--- config.mk ---
export PLATFORM = sky130hd
export DESIGN_NAME = vend_sequencer
export DESIGN_NICKNAME = d
export VERILOG_FILES = /design/src/rtl/vend_pkg.sv /design/src/rtl/vend_pulse_timer.sv /design/src/rtl/vend_sequencer.sv
export SDC_FILE = /design/constraint.sdc
export NUM_CORES = 1
export LEC_CHECK = 0
export BUFFER_PORTS_ARGS = -buffer_cell sky130_fd_sc_hd__buf_2
export CAP_MARGIN = 20
export CORE_MARGIN = 1.5
export CORE_UTILIZATION = 52
export DETAILED_ROUTE_END_ITERATION = 10
export PLACE_DENSITY = 0.81
export SLEW_MARGIN = 10
export SYNTH_ARGS = -nofsm -noshare
export SYNTH_HDL_FRONTEND = slang
export SYNTH_SLANG_ARGS = --single-unit
--- constraint.sdc ---
create_clock -name clk -period 2.6 [get_ports clk]
set_clock_uncertainty 0.05 [all_clocks]
set_input_delay 0.13 -clock clk [delete_from_list [all_inputs] [get_ports clk]]
set_output_delay 0.13 -clock clk [all_outputs]
set_load 0.01 [all_outputs]
--- src/rtl/vend_pkg.sv ---
// Shared types and coin helpers for the vending transaction sequencer.
// Coin codes are the 2-bit encodings used on both the coin input and the change output.
package vend_pkg;

    typedef enum logic [2:0] {
        S_IDLE,
        S_VEND_WAIT,
        S_VEND,
        S_VEND_GAP,
        S_CHG_WAIT,
        S_CHG,
        S_CHG_GAP
    } state_t;

    localparam logic [1:0] CODE_5   = 2'd0;
    localparam logic [1:0] CODE_10  = 2'd1;
    localparam logic [1:0] CODE_25  = 2'd2;
    localparam logic [1:0] CODE_BAD = 2'd3;

    localparam logic [7:0] COIN_5  = 8'd5;
    localparam logic [7:0] COIN_10 = 8'd10;
    localparam logic [7:0] COIN_25 = 8'd25;

    function automatic logic [7:0] coin_value(input logic [1:0] code);
        case (code)
            CODE_5:  coin_value = COIN_5;
            CODE_10: coin_value = COIN_10;
            CODE_25: coin_value = COIN_25;
            default: coin_value = 8'd0;
        endcase
    endfunction

endpackage

--- src/rtl/vend_pulse_timer.sv ---
// Load/count-down phase timer for actuator pulse and gap timing.
// done is high while the count is zero; a load value of N gives N+1 cycles before done.
module vend_pulse_timer #(
    parameter int W = 3
) (
    input  logic         clk,
    input  logic         rst,
    input  logic         load,
    input  logic [W-1:0] load_val,
    output logic         done
);

    logic [W-1:0] count_reg;

    always_ff @(posedge clk) begin
        if (rst) begin
            count_reg <= '0;
        end else if (load) begin
            count_reg <= load_val;
        end else if (count_reg != '0) begin
            count_reg <= count_reg - 1'b1;
        end
    end

    assign done = (count_reg == '0);

endmodule

--- src/rtl/vend_sequencer.sv ---
// Vending transaction controller: credit accumulation, item selection and sequencing
// of the shared dispense actuator (vend pulse, then greedy change-coin pulses).
module vend_sequencer
    import vend_pkg::*;
#(
    parameter int          CREDIT_W  = 8,
    parameter logic [31:0] PRICES    = {8'd25, 8'd20, 8'd15, 8'd10},
    parameter int          PULSE_CYC = 4,
    parameter int          GAP_CYC   = 2
) (
    input  logic                clk,
    input  logic                rst,
    input  logic                coin_valid,
    input  logic [1:0]          coin_code,
    input  logic                sel_valid,
    input  logic [1:0]          sel_item,
    input  logic                cancel,
    input  logic                act_ready,
    output logic                vend_pulse,
    output logic [1:0]          vend_item,
    output logic                chg_pulse,
    output logic [1:0]          chg_coin,
    output logic [CREDIT_W-1:0] credit,
    output logic                busy,
    output logic                coin_reject,
    output logic                err_insuf
);

    localparam int CW1     = CREDIT_W + 1;
    localparam int TMR_MAX = (PULSE_CYC > GAP_CYC) ? PULSE_CYC : GAP_CYC;
    localparam int TMR_W   = (TMR_MAX < 2) ? 1 : $clog2(TMR_MAX);
    localparam logic [TMR_W-1:0] PULSE_LOAD = TMR_W'(PULSE_CYC - 1);
    localparam logic [TMR_W-1:0] GAP_LOAD   = TMR_W'(GAP_CYC - 1);

    state_t              state_reg, state_next;
    logic [CREDIT_W-1:0] credit_reg, credit_next;
    logic [1:0]          item_reg, item_next;
    logic [1:0]          chg_coin_reg, chg_coin_next;
    logic                coin_reject_reg, coin_reject_next;
    logic                err_insuf_reg, err_insuf_next;

    logic                tmr_load;
    logic [TMR_W-1:0]    tmr_val;
    logic                tmr_done;

    logic [7:0]          price_tbl [4];
    logic [CW1-1:0]      credit_ext, coin_sum, sel_price;
    logic [1:0]          greedy_code;

    genvar gi;
    generate
        for (gi = 0; gi < 4; gi++) begin : g_price
            assign price_tbl[gi] = PRICES[8*gi +: 8];
        end
    endgenerate

    assign credit_ext = {1'b0, credit_reg};
    assign coin_sum   = credit_ext + CW1'(coin_value(coin_code));
    assign sel_price  = CW1'(price_tbl[sel_item]);

    // Greedy change: largest coin not exceeding the remaining credit.
    always_comb begin
        greedy_code = CODE_5;
        if (credit_ext >= CW1'(COIN_25)) begin
            greedy_code = CODE_25;
        end else if (credit_ext >= CW1'(COIN_10)) begin
            greedy_code = CODE_10;
        end
    end

    vend_pulse_timer #(.W(TMR_W)) u_timer (
        .clk      (clk),
        .rst      (rst),
        .load     (tmr_load),
        .load_val (tmr_val),
        .done     (tmr_done)
    );

    always_comb begin
        state_next       = state_reg;
        credit_next      = credit_reg;
        item_next        = item_reg;
        chg_coin_next    = chg_coin_reg;
        coin_reject_next = 1'b0;
        err_insuf_next   = 1'b0;
        tmr_load         = 1'b0;
        tmr_val          = '0;

        if (coin_valid && state_reg != S_IDLE) begin
            coin_reject_next = 1'b1;
        end

        case (state_reg)
            S_IDLE: begin
                if (cancel) begin
                    coin_reject_next = coin_valid;
                    if (credit_reg != '0) begin
                        state_next = S_CHG_WAIT;
                    end
                end else if (sel_valid) begin
                    coin_reject_next = coin_valid;
                    if (credit_ext >= sel_price) begin
                        item_next  = sel_item;
                        state_next = S_VEND_WAIT;
                    end else begin
                        err_insuf_next = 1'b1;
                    end
                end else if (coin_valid) begin
                    // Top bit of the widened sum flags credit overflow.
                    if (coin_code == CODE_BAD || coin_sum[CREDIT_W]) begin
                        coin_reject_next = 1'b1;
                    end else begin
                        credit_next = coin_sum[CREDIT_W-1:0];
                    end
                end
            end
            S_VEND_WAIT: begin
                if (act_ready) begin
                    credit_next = credit_reg - CREDIT_W'(price_tbl[item_reg]);
                    state_next  = S_VEND;
                    tmr_load    = 1'b1;
                    tmr_val     = PULSE_LOAD;
                end
            end
            S_VEND: begin
                if (tmr_done) begin
                    state_next = S_VEND_GAP;
                    tmr_load   = 1'b1;
                    tmr_val    = GAP_LOAD;
                end
            end
            S_VEND_GAP, S_CHG_GAP: begin
                if (tmr_done) begin
                    state_next = (credit_reg != '0) ? S_CHG_WAIT : S_IDLE;
                end
            end
            S_CHG_WAIT: begin
                if (act_ready) begin
                    credit_next   = credit_reg - CREDIT_W'(coin_value(greedy_code));
                    chg_coin_next = greedy_code;
                    state_next    = S_CHG;
                    tmr_load      = 1'b1;
                    tmr_val       = PULSE_LOAD;
                end
            end
            S_CHG: begin
                if (tmr_done) begin
                    state_next = S_CHG_GAP;
                    tmr_load   = 1'b1;
                    tmr_val    = GAP_LOAD;
                end
            end
            default: begin
                state_next = S_IDLE;
            end
        endcase
    end

    always_ff @(posedge clk) begin
        if (rst) begin
            state_reg       <= S_IDLE;
            credit_reg      <= '0;
            item_reg        <= 2'd0;
            chg_coin_reg    <= 2'd0;
            coin_reject_reg <= 1'b0;
            err_insuf_reg   <= 1'b0;
        end else begin
            state_reg       <= state_next;
            credit_reg      <= credit_next;
            item_reg        <= item_next;
            chg_coin_reg    <= chg_coin_next;
            coin_reject_reg <= coin_reject_next;
            err_insuf_reg   <= err_insuf_next;
        end
    end

    assign vend_pulse  = (state_reg == S_VEND);
    assign vend_item   = item_reg;
    assign chg_pulse   = (state_reg == S_CHG);
    assign chg_coin    = chg_coin_reg;
    assign credit      = credit_reg;
    assign busy        = (state_reg != S_IDLE);
    assign coin_reject = coin_reject_reg;
    assign err_insuf   = err_insuf_reg;

endmodule

After elaboration in Yosys (flattened, before gate mapping)
Index checks and enable logic that the tools add are counted.
{ "word_totals": {"word_cells": 108, "output_inout_bits": 17, "regBits": 19, "in_bits": 10} }
{ "op_classes": {"n_bitwise": 5, "eq_ne": 23, "n_mux": 45, "n_reduce_logical": 19, "addsub": 4, "magnitude_cmp": 5} }
{ "ops": {"columns": ["op", "count"], "rows": [
  ["$mux W8", 12],
  ["$bmux W8 S2", 2],
  ["$mux W3", 10],
  ["$pmux W5 S3", 2],
  ["$pmux W8 S3", 1],
  ["$pmux W3 S6", 1],
  ["$sub A8 B8 Y8", 2],
  ["$ne A2 B2 Y1 const B", 7],
  ["$mux W1", 11],
  ["$add A8 B8 Y9", 1],
  ["$eq A3 B3 Y1 const B", 3],
  ["$ne A3 B3 Y1 const B", 3],
  ["$ge A8 B4 Y1 const B", 1],
  ["$ge A8 B5 Y1 const B", 1],
  ["$ge A8 B8 Y1", 1],
  ["$mux W2", 4],
  ["$reduce_and A8 Y1", 1],
  ["$reduce_bool A8 Y1", 1],
  ["$reduce_and A7 Y1", 1],
  ["$eq A2 B2 Y1 const B", 3],
  ["$eq A3 B2 Y1 const B", 2],
  ["$ge A3 B3 Y1 const B", 2],
  ["$logic_not A2 Y1", 3],
  ["$not A2 Y3", 2],
  ["16 further kinds", 24]
]} }

Logic depth before layout (Yosys ltp)
{ "depth": {"ltp_word": 10, "mapped_depth": 12, "ltp_nobuf": 11} }

By module
A second synthesis with hierarchy kept.
{ "unflattened": {"hier_cells": 235, "hier_area_um2": 1931.9} }
{ "modules_own_cells": {"columns": ["mod", "seq_area_each_um2", "area_each_um2", "cells_each", "n_inst"], "rows": [
  ["vend_sequencer", 340.3, 1810.5, 223, 1],
  ["vend_pulse_timer", 40.0, 121.4, 12, 1]
]} }

Worst setup path after synthesis
No wires, ideal clock.
{ "synth_timing": {"path_kind": "reg2reg", "from": "reg state_reg[1]", "to": "reg credit_reg[6], in the netlist credit[6]", "required_time_ns": 2.427, "arrival_time_ns": 2.687, "setup_slack_ns": -0.260, "setup_time_ns": 0.123, "period_less_slack_ns": 2.860, "path_stages_with_launch": 12, "path_buffers": 1, "path_cell_list": "dfxtp_1 clkbuf_1 nor3b_1 nand2_1 nor3_1 nor2_1 ha_1 nor2b_1 o31a_1 nor4_1 o21ai_1 mux2_1"} }
{ "synth_via": {"elab_chain_len": 3, "word_cells_on_any_way": 12, "cone_classes": "eq/ne (8); mux (1); reduce/logical (3)"} }
{ "synth_lines": {"columns": ["item", "line_no", "source"], "rows": [
  ["start: declaration", "vend_sequencer.sv:35", "state_t state_reg, state_next;"],
  ["start signal: assignment", "vend_sequencer.sv:168", "state_reg <= state_next;"],
  ["$eq A3 B1 Y1, or another cell as far along", "vend_sequencer.sv:93", "case (state_reg)"],
  ["$ne A2 B2 Y1 (no line) / $reduce_bool A3 Y1 (equally long branches)", null, null],
  ["$reduce_and A7 Y1 (no line)", null, null],
  ["end signal: assignment", "vend_sequencer.sv:169", "credit_reg <= credit_next;"],
  ["end: declaration", "vend_sequencer.sv:36", "logic [CREDIT_W-1:0] credit_reg, credit_next;"]
]} }
Parallel ways exist; a longest one is shown, timed or not.
A chain may end at the register's enable or synchronous reset.

Worst setup path after layout
{ "layout_timing": {"from": "reg credit_reg[3], in the netlist credit[3]", "to": "reg credit_reg[6], in the netlist credit[6]"} }
{ "layout_via": {"elab_chain_len": 10, "word_cells_on_any_way": 23, "cone_classes": "add/sub (3); order compare (2); eq/ne (3); mux (12); reduce/logical (3)"} }
{ "layout_lines": {"columns": ["item", "line_no", "source"], "rows": [
  ["$ge A8 B4 Y1", "vend_sequencer.sv:66", "end else if (credit_ext >= CW1'(COIN_10)) begin"],
  ["$mux W1", "vend_sequencer.sv:66", null],
  ["$mux W2", "vend_sequencer.sv:64", "if (credit_ext >= CW1'(COIN_25)) begin"],
  ["$eq A2 B2 Y1, or another cell as far along", "vend_pkg.sv:25", "case (code)"],
  ["$pmux W5 S3", "vend_pkg.sv:25", null],
  ["$mux W8", "vend_sequencer.sv:138", "if (act_ready) begin"],
  ["$mux W8", "vend_sequencer.sv:93", null],
  ["$sub A8 B8 Y8", "vend_sequencer.sv:139", "credit_next = credit_reg - CREDIT_W'(coin_value(greedy_code));"],
  ["$mux W8", "vend_sequencer.sv:138", null],
  ["$pmux W8 S3", "vend_sequencer.sv:93", null]
]} }
Parallel ways exist; a longest one is shown, timed or not. The select of a mux whose other input is x is not followed.

==> results.toml <==
[final_layout]
layout.nets = 314
antenna_cells = 0
largest_register_ff_count = 8
final_area_um2 = 2250
drive_above_1_share_pct = 26.2
fin_cells = 325
layout-area-overhead-vs-synth_pct = 20.3

[setup_path]
arrival_ns = 2.67
end_kind = "flip-flop"
crit_slowest_cell = "dfxtp_1"
worstRegToRegCells = 11
cp-endpoint = "credit[6]"
crit_buf_inv = 0
critPathRequiredTime_ns = 2.75
max_stage_delay_ns = 0.47
r2r_end = "credit[6]"
startpoint_type = "flip-flop"
path_cells = "o21a_1 -> mux2i_2 -> nor2_2 -> a21oi_1 -> ha_2 -> fa_2 -> nor2b_4 -> o31a_1 -> nor4_1 -> o21ai_1 -> mux2_1"
r2r-start = "credit[3]"
cpLargestDelayFamily = "adder cells"
crit_start = "credit[3]"
cp_num_cells = 11
crit_fanout = 4
crit_type = "flip-flop to flip-flop"
regToRegSetupSlack_ns = 0.08

[routing]
drtIter0Drc = 119
drtAntennaViolNets = 0
drtPass1Iterations = 4
wl_um = 4750
drc = 0
wire_per_inst_um = 14.6
viasPerCell = 5.83
vias = 1896

[yosys]
synth_nets = 273
yosysUniqueCellTypes = 54
ys_seq_area_share_pct = 20.3
netlist_top_cells_area = "dfxtp_1 20%, ha_1 15%, nor2_1 4.6%"
synth_ff_type = "dfxtp_1"
syn-cell-area_um2 = 1870
syn_area_per_cell_um2 = 7.82
synth_seq_cells = 19
synth_most_common_cell = "nor2_1"
synth_edf_count = 0
async_flop_share_pct = 0
synth_top_cells_by_count = "23 x nor2_1, 22 x ha_1, 19 x dfxtp_1"
netlist.area_leader.share_pct = 20.3
synth_top_cell_by_area = "dfxtp_1"
syn_inst = 239
yosysWarnings = 0

[worst_hold_path]
min_from = "coin_valid"
hold_class = "input port to flip-flop"

[floorplanning]
fp-row-count = 21
die_w_um = 63.0
chipHeight_um = 63.0
io_pins = 27
dieArea_um2 = 3960
core_um2 = 3390
start_util_pct = 55.1

[timing]
rsz0062_at_grt = "true"
setup_tns_ns = 0
fin_crit_sh_pct = 97.0
drv_slew = 0
max_freq_ghz = 0.396
slew_headroom_pct = 61.3
fin_ws_ns = 0.0777
post-route-min-period_ns = 2.52
final-hold-violation-count = 0
tightest_slew_ns = 0.576
setup_violations = 0
hold-worst-slack_ns = 0.0329

[cts]
cts_tree = "yes"
cts_buffers = 3
insertion_delay_ns = 0.31
cts-root-buf = "clkbuf_4"
htreeDepth = 1
clk_pin_slew_ns = 0.12
cts.sinks = 19
clk_path_buf_depth = 2
ctsHoldBuffers = 0

[global_routing]
antenna_found_initial = 0
grt_pass1_vias = 1644
track_usage_pct = 23.9
grt_overflow_total = 0
grt_max_degree = 21
grt_first_pass_wirelength_um = 7640

[pwr]
p_leak_nw = 1.09
p_per_area_nw_per_um2 = 1120
peakVddDrop_uv = 690

[placed_design]
dp_hpwl_um = 3600
portBuffers = 26
place_congestion = 0.902
post_dp_cell_area_um2 = 2150
dp_cells = 319
place_ws_ns = -0.0304

[run]
cap_viol_max_count = 0

[outcome]
status = "finished clean"
-- kinds of logic (layout without fill, tap and decap cells) --
kind of cell             after synthesis  count (layout)  share of synthesized area [%]
AO/OA/AOI/OAI                         77              77                           29.7
flip-flops                            19              19                           20.3
XOR/XNOR                               3               3                           1.41
multiplexers                           5               5                           2.81
adder cells (fa/ha/maj)               24              24                           16.9
AND/OR/NAND/NOR                       82              82                           22.0
buffers and inverters                 29              69                           6.89
-- metrics by stage --
stage,utilization [%],power (W)
final,66.4,0.00252
after global routing,66.4,0.00274
after CTS,64.5,0.00241
after detailed placement,63.4,0.00223
after global placement,63.4,0.00220
after floorplan,-,0.00174
-- where the power goes --
| part | leakage [nW] | switching, W | internal [W] |
|---|---|---|---|
| sequential | 0.157 | 0.0000891 | 0.000385 |
| combinational | 0.915 | 0.00103 | 0.000864 |
| clock | 0.0177 | 0.0000990 | 0.0000575 |
-- timing repair --
action	CTS	global route
resized for setup	2	14
pin swaps	0	4
setup endpoints to repair	1	8
buffers inserted	0	2
-- worst min-delay path by stage --
stage                                end  depth (start not counted)  slack (ns)
floorplan           u_timer.count_reg[1]                          2        0.22
global placement             coin_reject                          3        0.35
detailed placement           coin_reject                          3        0.35
CTS                          coin_reject                          3        0.03
global route                 coin_reject                          3        0.02
finish                       coin_reject                          3        0.03
-- worst register-to-register path, cell delays in order, from the launching register on --
cell,delay [ns]
dfxtp_1,0.47
o21a_1,0.22
mux2i_2,0.11
nor2_2,0.15
a21oi_1,0.06
ha_2,0.19
fa_2,0.38
nor2b_4,0.13
o31a_1,0.14
nor4_1,0.05
o21ai_1,0.13
mux2_1,0.33
-- layout by cell type (no fill, tap or decap), types with 3 or more instances in the layout --
cell      count
a211oi_2      4
a21o_1        5
a21oi_1      17
a31oi_1       3
and3_1        3
buf_2        26
buf_4        21
clkbuf_4      3
dfxtp_1      16
dfxtp_2       3
ha_1         21
inv_1        18
nand2_1      18
nand2b_1      5
nand3_1       6
nor2_1       22
nor2b_1       5
nor3_1        6
nor3b_1       3
o211ai_1      3
o21a_1        3
o21ai_0      13
o21ai_1       4
-- layout make-up --
cell class              instances  area, um^2
flip-flops and latches         19         384
multi-input cells             191        1430
inverters                      18        67.6
clock inverters                 1        5.00
fillers                       291        1140
well taps                      46        57.6
clock buffers                   3        22.5
repair buffers                 47         288
-- per-layer routing --
layer | global-route usage [%] | part of all wire, %
met4 | 6.94 | 2.1
met1 | 33.4 | 46
met3 | 3.60 | 4.6
met5 | 0 | 0
met2 | 37.8 | 48
(Power assumes the default switching activity.)
